### config.mk
export PLATFORM = sky130hd
export DESIGN_NAME = cmd_frame_rx
export DESIGN_NICKNAME = d
export VERILOG_FILES = /design/src/rtl/cmd_frame_rx.sv
export SDC_FILE = /design/constraint.sdc
export NUM_CORES = 1
export LEC_CHECK = 0
export CAP_MARGIN = 20
export CORE_ASPECT_RATIO = 1.4
export CORE_MARGIN = 2
export CORE_UTILIZATION = 46
export DETAILED_ROUTE_END_ITERATION = 7
export DONT_BUFFER_PORTS = 1
export GPL_TIMING_DRIVEN = 0
export HOLD_SLACK_MARGIN = 0.03
export MAX_ROUTING_LAYER = met4
export PLACE_DENSITY_LB_ADDON = 0.1
export RECOVER_POWER = 50
export SETUP_SLACK_MARGIN = 0.02
export SYNTH_ARGS = -nofsm -noshare
export SYNTH_HDL_FRONTEND = slang
export SYNTH_SLANG_ARGS = --single-unit
### constraint.sdc
create_clock -name clk_i -period 1.9 [get_ports clk_i]
set_input_delay 0.38 -clock clk_i [delete_from_list [all_inputs] [get_ports clk_i]]
set_output_delay 0.38 -clock clk_i [all_outputs]
set_load 0.01 [all_outputs]
### src/rtl/cmd_frame_rx.sv
// Serial command receiver: deserialises start/addr/cmd/parity/stop frames and
// broadcasts each valid command as a one-cycle address/command strobe.
module cmd_frame_rx #(
    parameter int unsigned CLKS_PER_BIT = 16,
    parameter logic [4:0]  IDLE_ADDR    = 5'd0
) (
    input  logic       clk_i,
    input  logic       rst_i,
    input  logic       ser_i,
    output logic [4:0] address_o,
    output logic       command_o,
    output logic       strobe_o,
    output logic       err_o
);

    localparam int unsigned     CntW     = $clog2(CLKS_PER_BIT);
    localparam logic [CntW-1:0] HalfLoad = CntW'(CLKS_PER_BIT / 2 - 1);
    localparam logic [CntW-1:0] FullLoad = CntW'(CLKS_PER_BIT - 1);

    typedef enum logic [2:0] {
        StWaitHigh, StIdle, StStart, StData, StParity, StStop
    } state_e;

    logic            sync1_q, s_q, s_prev_q;
    logic [1:0]      fill_q;
    state_e          state_q, state_d;
    logic [CntW-1:0] cnt_q, cnt_d;
    logic [2:0]      bit_q, bit_d;
    logic [5:0]      shift_q, shift_d;
    logic            par_q, par_d;
    logic [4:0]      address_q, address_d;
    logic            command_q, command_d;
    logic            strobe_q, strobe_d;
    logic            err_q, err_d;
    logic            tick;

    // fill_q marks when the synchroniser holds real line samples rather than
    // its reset value, so a line held low through reset is never seen as high.
    always_ff @(posedge clk_i or negedge rst_i) begin
        if (!rst_i) begin
            sync1_q  <= 1'b1;
            s_q      <= 1'b1;
            s_prev_q <= 1'b1;
            fill_q   <= 2'b00;
        end else begin
            sync1_q  <= ser_i;
            s_q      <= sync1_q;
            s_prev_q <= s_q;
            fill_q   <= {fill_q[0], 1'b1};
        end
    end

    assign tick = (cnt_q == '0);

    always_comb begin
        state_d   = state_q;
        cnt_d     = cnt_q;
        bit_d     = bit_q;
        shift_d   = shift_q;
        par_d     = par_q;
        address_d = IDLE_ADDR;
        command_d = 1'b0;
        strobe_d  = 1'b0;
        err_d     = 1'b0;
        unique case (state_q)
            StWaitHigh: begin
                if (fill_q[1] && s_q) state_d = StIdle;
            end
            StIdle: begin
                if (s_prev_q && !s_q) begin
                    state_d = StStart;
                    cnt_d   = HalfLoad;
                end
            end
            StStart: begin
                if (!tick) begin
                    cnt_d = cnt_q - CntW'(1);
                end else if (s_q) begin
                    state_d = StIdle;
                end else begin
                    state_d = StData;
                    cnt_d   = FullLoad;
                    bit_d   = 3'd0;
                end
            end
            StData: begin
                if (!tick) begin
                    cnt_d = cnt_q - CntW'(1);
                end else begin
                    shift_d = {s_q, shift_q[5:1]};
                    cnt_d   = FullLoad;
                    if (bit_q == 3'd5) state_d = StParity;
                    else               bit_d   = bit_q + 3'd1;
                end
            end
            StParity: begin
                if (!tick) begin
                    cnt_d = cnt_q - CntW'(1);
                end else begin
                    par_d   = s_q;
                    cnt_d   = FullLoad;
                    state_d = StStop;
                end
            end
            StStop: begin
                if (!tick) begin
                    cnt_d = cnt_q - CntW'(1);
                end else begin
                    if (s_q && !(^{shift_q, par_q})) begin
                        address_d = shift_q[4:0];
                        command_d = shift_q[5];
                        strobe_d  = 1'b1;
                    end else begin
                        err_d = 1'b1;
                    end
                    state_d = s_q ? StIdle : StWaitHigh;
                end
            end
            default: state_d = StWaitHigh;
        endcase
    end

    always_ff @(posedge clk_i or negedge rst_i) begin
        if (!rst_i) begin
            state_q   <= StWaitHigh;
            cnt_q     <= '0;
            bit_q     <= 3'd0;
            shift_q   <= 6'd0;
            par_q     <= 1'b0;
            address_q <= IDLE_ADDR;
            command_q <= 1'b0;
            strobe_q  <= 1'b0;
            err_q     <= 1'b0;
        end else begin
            state_q   <= state_d;
            cnt_q     <= cnt_d;
            bit_q     <= bit_d;
            shift_q   <= shift_d;
            par_q     <= par_d;
            address_q <= address_d;
            command_q <= command_d;
            strobe_q  <= strobe_d;
            err_q     <= err_d;
        end
    end

    assign address_o = address_q;
    assign command_o = command_q;
    assign strobe_o  = strobe_q;
    assign err_o     = err_q;

endmodule
==> results_dict.tcl, run 1 <==
set metrics [dict create \
    status "finished clean" \
    use_met1_pct 17.1 \
    dieArea_sq_mm 0.00368 \
    place_ws_ps 24.0 \
    cap_violations 0 \
    cts_max_level 2 \
    worst_setup_path_start_kind "flop" \
    antenna_left 0 \
    setup_viol 0 \
    rows 24 \
    port_buffers 0 \
    yosysSeqAreaShare_pct 51.2 \
    crit_type "reg2reg" \
    die_height_um 70.9 \
    drt-total-wl_mm 2.55 \
    slowest_stage "or3b_1" \
    syn_inst 124 \
    vias_per_cell 5.46 \
    worst_slew_pin_slew_ps 722 \
    powerDensity_mw_per_mm2 1380 \
    fmax_ghz 0.558 \
    drc 0 \
    synth_commonest_cells "27 x dfrtp_1, 7 x mux2_1, 7 x nor2_1, 6 x and2_1" \
    finalHoldViolations 0 \
    dr.pass1.iters 4 \
    syn_to_final_growth_pct 12.7 \
    end_kind "flop" \
    grt_usage_pct 17.0 \
    placed_area_sq_mm 0.00152 \
    synth_seq_cells 30 \
    met3_usage_pct 5.06 \
    cts_tree "done" \
    clk_pin_slew_ps 60 \
    finalCritPeriodShare_pct 94.3 \
    synthesis.nets 130 \
    max_slew_margin_pct 51.9 \
    cts_sinks 30 \
    gr-usage-met2_pct 29.5 \
    yosysUniqueCellTypes 46 \
    slew_viol_final 0 \
    cts_buffers 5 \
    crit_path_max_incr_delay_ps 440 \
    antenna_found_initial 0 \
    synth_edf_count 0 \
    post-synth-top-count-cell "dfrtp_1" \
    grt_pass1_vias 999 \
    min_path_type "in2reg" \
    syn_avg_cell_area_sq_um 11.9 \
    yosys.area.top_type_share_pct 45.9 \
    routedWlPerCell_um 14.6 \
    nets 141 \
    grt_busiest_layer "met2" \
    syn_area_sq_mm 0.00147 \
    io_pins 11 \
    grt_overflow 0 \
    path_max_fanout 5 \
    max-clock-path-buffers 2 \
    fin_tns_setup_ps 0 \
    rrSetupSlack_ps 110 \
    num_vias 955 \
    start_util_pct 47.6 \
    synth_top_area_cell "dfrtp_1" \
    synthTopCellsByArea "dfrtp_1 46%, dfstp_2 5.4%, mux2_1 5.4%, xnor3_1 3.1%, and2_1 2.5%" \
    rsz0062_at_grt "true" \
    grt_pass1_wl_mm 4.44 \
    diodes 0 \
    ys.flop_type "dfrtp_1" \
    fin_area_sq_mm 0.00166 \
    setup_slack_ps 108 \
    cts_root_buf "clkbuf_8" \
    hpwl_mm 1.82 \
    clk_latency_ps 270 \
    whs_ps 99.7 \
    irDropWorstVdd_v 0.000813 \
    drt-initial-drc-count 15 \
    crit_required_ps 2050 \
    crit_arrival_ps 1940 \
    routabilityCongestion 0.726 \
    ys_warn_count 0 \
    design.core.area_sq_mm 0.00309 \
    skew_ps 2.89 \
    crit_chain "inv_1, ha_1, or3b_1, nor3_2, mux2_1" \
    async_flop_share_pct 100 \
    leakage_uw 0.000746 \
    fin_crit_ps 1790 \
    drive_gt1_share_pct 19.9 \
    fin_total_pwr_uw 2290 \
    grt_max_degree 31 \
    die_w_um 51.8 \
]
## timing repair
item | 4_1_cts | 5_1_grt
pin swaps | 0 | 2
endpoints found under the setup margin | 1 | 5
endpoints found under the hold margin | 30 | 0
gates resized for setup | 0 | 1
buffers inserted | 1 | 1
hold buffers | 2 | 0
## logic make-up after synthesis
| kind of cell | share of synthesized area [%] |
|---|---|
| adders and majority gates | 2.55 |
| AOI/OAI and AO/OA | 14.7 |
| DFF | 51.2 |
| xor gates and xnor gates | 4.84 |
| other | 0.255 |
| and+or+nand+nor | 16.7 |
| buffers and inverters | 3.65 |
| muxes | 6.03 |
## where the power goes
part | leakage (uW) | internal [uW] | switching (uW)
Combinational | 0.000316 | 430 | 440
Clock | 0.0000482 | 291 | 214
Sequential | 0.000382 | 777 | 137
Total | 0.000746 | 1500 | 792
## metal layers
metal / share of wire (%) / up-vias / wire, um
met5: 0 / - / 0
met2: 54 / 14 / 1390
met3: 3.0 / 4 / 77
li1: - / 460 / -
met4: 1.6 / 0 / 40
met1: 41 / 477 / 1050
## path summary, 6_finish.rpt
kind | from | depth (start not counted) | to
setup / recovery | cnt_q[0]$_DFFE_PN0P_ | 5 | par_q$_DFFE_PN0P_
hold / removal | ser_i | 0 | sync1_q$_DFF_PN1_
setup reg to reg | cnt_q[0]$_DFFE_PN0P_ | 5 | par_q$_DFFE_PN0P_
hold reg to reg | fill_q[0]$_DFF_PN0_ | 0 | fill_q[1]$_DFF_PN0_
max in group asynchronous | rst_i | 2 | state_q[0]$_DFFE_PN0P_
min in group asynchronous | rst_i | 2 | state_q[2]$_DFFE_PN0P_
## area by class of cell
class	instances	area (sq um)
repair buffers	4	42.5
multi-input cells	83	669
plain buffers	5	31.3
flip-flops and latches	30	754
well taps	39	48.8
clock inverters	1	5.00
clock buffers	7	86.3
fillers	261	1430
inverters	6	22.5
## worst max-delay path: cells and delay by family, from the launching register on
kind	cells	cell delay, ps
muxes	1	340
adders and majority gates	1	210
DFF	1	420
and+or+nand+nor	2	640
buffers and inverters	1	70
## cells in the final DEF, fill, tap and decap left out, types with 3 or more instances in the layout
cell | Yosys | routed
dfrtp_1 | 27 | 27
nor2_1 | 7 | 7
mux2_1 | 7 | 7
and2_1 | 6 | 6
clkbuf_8 | 0 | 6
inv_1 | 5 | 5
a21oi_1 | 5 | 5
buf_2 | 4 | 4
o21ai_1 | 4 | 4
nand2_1 | 4 | 4
nand3_1 | 4 | 4
xnor2_1 | 3 | 3
nand3b_1 | 3 | 3
o21ai_0 | 3 | 3
a21o_1 | 3 | 3
ha_1 | 3 | 3
## flip-flops by register name, summed over array words and instances (netlist names)
register,count
bit_q,3
fill_q,2
state_q,3
sync1_q,1
s_prev_q,1
strobe_o,1
s_q,1
command_o,1
err_o,1
cnt_q,4
shift_q,6
par_q,1
address_o,5
## metrics by stage
stage	util, %	std cells
6_report	53.7	175
4_1_cts	53.8	174
3_3_place_gp	49.2	163
3_5_place_dp	49.2	163
2_1_floorplan	-	124
5_1_grt	53.7	175
Power figures use the tool's default switching activity.
==> run 2, diff against run 1 <==
--- a/config.mk
+++ b/config.mk
@@ -5,6 +5,7 @@
 export SDC_FILE = /design/constraint.sdc
 export NUM_CORES = 1
 export LEC_CHECK = 0
+export ABC_AREA = 1
 export CAP_MARGIN = 20
 export CORE_ASPECT_RATIO = 1.4
 export CORE_MARGIN = 2
==> results_dict.tcl, run 2 <==
set metrics [dict create \
    ys.flop_type "dfrtp_1" \
    crit_chain "inv_1, ha_1, nand3_1, inv_2, nand2_1, buf_2, nand2_1, o21ai_1" \
    syn_to_final_growth_pct 14.6 \
    clkPwrFrac_pct 30.8 \
    end_kind "flop" \
    syn_area_sq_mm 0.00147 \
    setup_viol 0 \
    path_max_fanout 10 \
    finalHoldViolations 0 \
    hpwl_mm 2.00 \
    synthesis.nets 186 \
    final_common_cell "nand2_1" \
    max_slew_margin_pct 51.8 \
    hp-start "ser_i" \
    routabilityCongestion 0.913 \
    fin_tns_setup_ps 0 \
    grt_pass1_vias 1071 \
    clk_latency_ps 290 \
    power_frac_seq_pct 32.8 \
    drive_gt1_share_pct 15.2 \
    largest_register_ffs 6 \
    layout_common_cells "57 x nand2_1, 27 x dfrtp_1, 21 x inv_1, 12 x nor2_1, 12 x o21ai_1" \
    finalCritPeriodShare_pct 86.3 \
    crit_top_cell "nand2_1" \
    fillers 284 \
    leakage_uw 0.000841 \
    num_vias 1138 \
    vias_per_cell 4.95 \
    combinationalPowerShare_pct 36.4 \
    finalNonFillerCells 230 \
    yosys.area.top_type_share_pct 46.0 \
    crit_required_ps 2060 \
    port_buffers 0 \
    syn_avg_cell_area_sq_um 8.15 \
    cts_root_buf "clkbuf_8" \
    clk_pin_slew_ps 70 \
    cap_violations 0 \
    die_w_um 51.7 \
    place_ws_ps 255 \
    die_height_um 70.8 \
    grt_max_degree 31 \
    grt_usage_pct 18.6 \
    antenna_left 0 \
    crit_path_max_incr_delay_ps 360 \
    placed_area_sq_mm 0.00152 \
    crit_arrival_ps 1800 \
    drc 0 \
    routedWlPerCell_um 12.2 \
    start_util_pct 47.5 \
    ys_warn_count 0 \
    yosysUniqueCellTypes 25 \
    setup_slack_ps 261 \
    grt_pass1_wl_mm 4.79 \
    worst_slew_pin_slew_ps 723 \
    drt-total-wl_mm 2.82 \
    crit_type "reg2reg" \
    synth_edf_count 0 \
    nets 196 \
    fin_total_pwr_uw 2620 \
    max-clock-path-buffers 2 \
    drt-initial-drc-count 23 \
    timing.rr.end "shift_q[5]$_DFFE_PN0P_" \
    fin_area_sq_mm 0.00168 \
    min_path_type "in2reg" \
    r2r_start "cnt_q[0]$_DFFE_PN0P_" \
    cts_sinks 30 \
    status "finished clean" \
    yosysSeqAreaShare_pct 51.4 \
    grt_overflow 0 \
    dr.pass1.iters 4 \
    slowest_stage "dfrtp_1" \
    synth_seq_cells 30 \
    internal-power_uw 1660 \
    place_inst 219 \
    rrSetupSlack_ps 260 \
    p_switching_uw 963 \
    hold_path_end "sync1_q$_DFF_PN1_" \
    cts_max_level 2 \
    rows 24 \
    cts_tree "done" \
    design.core.area_sq_mm 0.00309 \
    io_pins 11 \
    async_flop_share_pct 100 \
    skew_ps 7.28 \
    irDropWorstVdd_v 0.000863 \
    hold-path-cell-count 0 \
    worst_setup_path_start_kind "flop" \
    synth_top_area_cell "dfrtp_1" \
    fin_crit_ps 1640 \
    rsz0062_at_grt "false" \
    diodes 0 \
    synthTopCellsByArea "dfrtp_1 46%, nand2_1 15%, dfstp_2 5.4%, inv_1 5.4%, o21ai_1 4.1%" \
    antenna_found_initial 0 \
    fmax_ghz 0.610 \
    regMostFlops "shift_q" \
    syn_inst 180 \
    synth_commonest_cells "57 x nand2_1, 27 x dfrtp_1, 21 x inv_1, 12 x nor2_1, 12 x o21ai_1" \
    slew_viol_final 0 \
    powerDensity_mw_per_mm2 1560 \
    dieArea_sq_mm 0.00367 \
    worst_r2r_path_depth 8 \
    cts_buffers 5 \
    switching_share_pct 36.7 \
    post-synth-top-count-cell "nand2_1" \
]
==> run 2: cell count changes after synthesis, moves of 5 or more <==
cell	change
nand2_1	+53
inv_1	+16
o21ai_1	+8
mux2_1	-7
nand2_2	+7
and2_1	-6
nor2_1	+5
o21ai_0	+5
==> run 2: area by class of cell <==
| class | count | area [sq um] | share of cell area (%) |
|---|---|---|---|
| inverter | 24 | 90.1 | 5.36 |
| timing repair buffer | 3 | 22.5 | 1.34 |
| clock buffer | 6 | 82.6 | 4.91 |
| tap | 39 | 48.8 | 2.90 |
| buffer | 2 | 16.3 | 0.967 |
| clock inverter | 2 | 60.1 | 3.57 |
| sequential | 30 | 754 | 44.9 |
| multi-input combinational | 124 | 607 | 36.1 |
==> run 2: worst max-delay path: cells and delay by family, from the launching register on <==
family	cells	cell delay [ps]
buffers and inverters	3	520
flip-flops	1	360
AND/OR/NAND/NOR	3	350
adder cells (fa/ha/maj)	1	220
AO/OA/AOI/OAI	1	60
==> run 2: cells by family after synthesis <==
kind of cell,synth area share (%)
AOI/OAI and AO/OA,9.72
xor gates and xnor gates,1.19
adders and majority gates,2.56
buffers and inverters,7.25
DFF,51.4
muxes,0.682
other,0.256
and+or+nand+nor,26.9
==> run 2: power by group through the flow <==
stage | registers, uW | logic, uW | clock network (uW)
after detailed placement | 871 | 941 | 0
after floorplan | 849 | 781 | 0
after global routing | 872 | 1120 | 847
final | 859 | 955 | 809
after CTS | 859 | 966 | 824
after global placement | 865 | 912 | 0
==> run 2: metrics by stage <==
step                      util [%]  hold slack [ps]
after global routing          54.4             76.2
after floorplan                  -             84.4
after detailed placement      49.0             85.1
after CTS                     54.6             79.6
after global placement        49.0             85.1
final                         54.4             91.9
==> run 2: worst max path at each step <==
stage / startpoint / slack (ps) / depth (start not counted) / end
6_report: cnt_q[0]$_DFFE_PN0P_ / 260 / 8 / shift_q[5]$_DFFE_PN0P_
3_3_place_gp: cnt_q[0]$_DFFE_PN0P_ / 250 / 6 / address_o[3]$_DFF_PN0_
2_1_floorplan: cnt_q[0]$_DFFE_PN0P_ / 530 / 8 / shift_q[5]$_DFFE_PN0P_
5_1_grt: cnt_q[0]$_DFFE_PN0P_ / 70 / 8 / shift_q[5]$_DFFE_PN0P_
4_1_cts: cnt_q[0]$_DFFE_PN0P_ / 220 / 6 / address_o[1]$_DFF_PN0_
3_5_place_dp: cnt_q[0]$_DFFE_PN0P_ / 250 / 6 / address_o[0]$_DFF_PN0_
==> run 2: layer usage <==
| metal | wire length [um] | GRT usage [%] | vias up |
|---|---|---|---|
| li1 | - | - | 585 |
| met1 | 1170 | 19.9 | 529 |
| met2 | 1470 | 29.9 | 15 |
| met3 | 71 | 4.64 | 9 |
| met4 | 106 | 11.7 | 0 |
| met5 | 0 | - | - |
==> run 2: timing repair <==
| item | in CTS | in global routing |
|---|---|---|
| gates resized for setup | 0 | 0 |
| setup buffers | 0 | 1 |
| hold buffers | 2 | 0 |
| endpoints found under the hold margin | 30 | 0 |
| setup endpoints to repair | 0 | 1 |
==> run 3, diff against run 2 <==
--- a/config.mk
+++ b/config.mk
@@ -8,7 +8,6 @@
 export ABC_AREA = 1
 export CAP_MARGIN = 20
 export CORE_ASPECT_RATIO = 1.4
-export CORE_MARGIN = 2
 export CORE_UTILIZATION = 46
 export DETAILED_ROUTE_END_ITERATION = 7
 export DONT_BUFFER_PORTS = 1
@@ -18,6 +17,7 @@
 export PLACE_DENSITY_LB_ADDON = 0.1
 export RECOVER_POWER = 50
 export SETUP_SLACK_MARGIN = 0.02
+export SLEW_MARGIN = 15
 export SYNTH_ARGS = -nofsm -noshare
 export SYNTH_HDL_FRONTEND = slang
 export SYNTH_SLANG_ARGS = --single-unit
==> results_dict.tcl, run 3 (synthesized netlist as in run 2, its figures left out) <==
set metrics [dict create \
    path_max_fanout 7 \
    io_pins 11 \
    diodes 0 \
    grt_usage_pct 19.1 \
    dr.pass1.iters 4 \
    cts_tree "done" \
    worst_slew_pin_slew_ps 735 \
    routedWlPerCell_um 11.4 \
    nets 195 \
    cts_root_buf "clkbuf_8" \
    die_w_um 49.7 \
    finalNonFillerCells 227 \
    hpwl_mm 1.90 \
    fillers 303 \
    crit_required_ps 2100 \
    design.core.area_sq_mm 0.00294 \
    drive_gt1_share_pct 14.7 \
    cts_sinks 30 \
    worst_setup_path_start_kind "flop" \
    status "finished clean" \
    leakage_uw 0.000812 \
    place_inst 217 \
    largest_register_ffs 6 \
    drt-initial-drc-count 20 \
    drt-total-wl_mm 2.59 \
    crit_arrival_ps 1900 \
    max_slew_margin_pct 51.0 \
    dieArea_sq_mm 0.00342 \
    end_kind "flop" \
    layout_common_cells "57 x nand2_1, 27 x dfrtp_1, 21 x inv_1, 12 x nor2_1, 12 x o21ai_1" \
    num_vias 1137 \
    final_common_cell "nand2_1" \
    antenna_found_initial 0 \
    min_path_type "in2reg" \
    syn_to_final_growth_pct 10.7 \
    grt_pass1_wl_mm 4.59 \
    cap_violations 0 \
    max-clock-path-buffers 2 \
    vias_per_cell 5.01 \
    irDropWorstVdd_v 0.000715 \
    finalCritPeriodShare_pct 89.2 \
    clk_pin_slew_ps 60 \
    regMostFlops "shift_q" \
    rows 23 \
    slew_viol_final 0 \
    rsz0062_at_grt "false" \
    finalHoldViolations 0 \
    start_util_pct 50.0 \
    powerDensity_mw_per_mm2 1440 \
    setup_viol 0 \
    drc 0 \
    routabilityCongestion 0.915 \
    cts_max_level 2 \
    grt_overflow 0 \
    cts_buffers 5 \
    fin_tns_setup_ps 0 \
    fmax_ghz 0.590 \
    grt_max_degree 31 \
    die_height_um 68.8 \
    skew_ps 6.57 \
    grt_pass1_vias 1121 \
    fin_crit_ps 1690 \
    antenna_left 0 \
    clk_latency_ps 280 \
    port_buffers 0 \
    crit_type "reg2reg" \
]
run 3: report_power, final:
group          internal, uW  switching, uW  leakage [uW]
Combinational           334            615      0.000376
Sequential              768           90.7      0.000389
Clock                   290            236     0.0000472
Total                  1390            942      0.000812
run 3: cell type report:
type,instances,area (sq um),share of cell area [%]
Buffer,2,16.3,1.00
Clock inverter,2,12.5,0.770
Tap cell,37,46.3,2.85
Sequential cell,30,754,46.5
Clock buffer,6,82.6,5.08
Timing Repair Buffer,2,15.0,0.924
Inverter,24,90.1,5.55
Multi-Input combinational cell,124,607,37.4
run 3: final timing paths:
kind | from | cells past startpoint | slack [ps] | endpoint
min | ser_i | 0 | 90 | sync1_q$_DFF_PN1_
min in group asynchronous | rst_i | 2 | 690 | bit_q[2]$_DFFE_PN0P_
max reg2reg | cnt_q[0]$_DFFE_PN0P_ | 6 | 210 | address_o[4]$_DFF_PN0_
max | cnt_q[0]$_DFFE_PN0P_ | 6 | 210 | address_o[4]$_DFF_PN0_
min reg2reg | fill_q[0]$_DFF_PN0_ | 0 | 350 | fill_q[1]$_DFF_PN0_
max in group asynchronous | rst_i | 2 | 740 | cnt_q[1]$_DFFE_PN0P_
run 3: metrics by stage:
stage / area (sq um) / power [uW] / util (%) / hold slack (ps) / setup WS (ps)
floorplan: 1470 / 1630 / - / 84.4 / 525
global placement: 1510 / 1760 / 51.6 / 85.1 / 261
detailed placement: 1510 / 1800 / 51.6 / 85.2 / 197
CTS: 1640 / 2360 / 55.8 / 79.2 / 177
global route: 1620 / 2550 / 55.3 / 72.5 / 98.1
finish: 1620 / 2330 / 55.3 / 90.2 / 206
run 3: what timing repair did:
item | in CTS | in global routing
hold buffers | 2 | 0
resized for setup | 0 | 0
hold endpoints to repair | 30 | 0
buffers inserted | 0 | 0
run 3: layer usage:
layer	GRT usage (%)	up-vias	share of wire, %
li1	-	585	-
met4	10.0	0	1.8
met2	35.0	13	53
met3	5.92	6	3.3
met1	18.0	533	42
met5	-	-	0
run 3: critical path, stage by stage, from the launching register on:
cell,delay [ps]
dfrtp_1,360
inv_1,150
ha_1,220
nand3_1,170
nor2_1,180
nand4_1,340
nor2_1,200
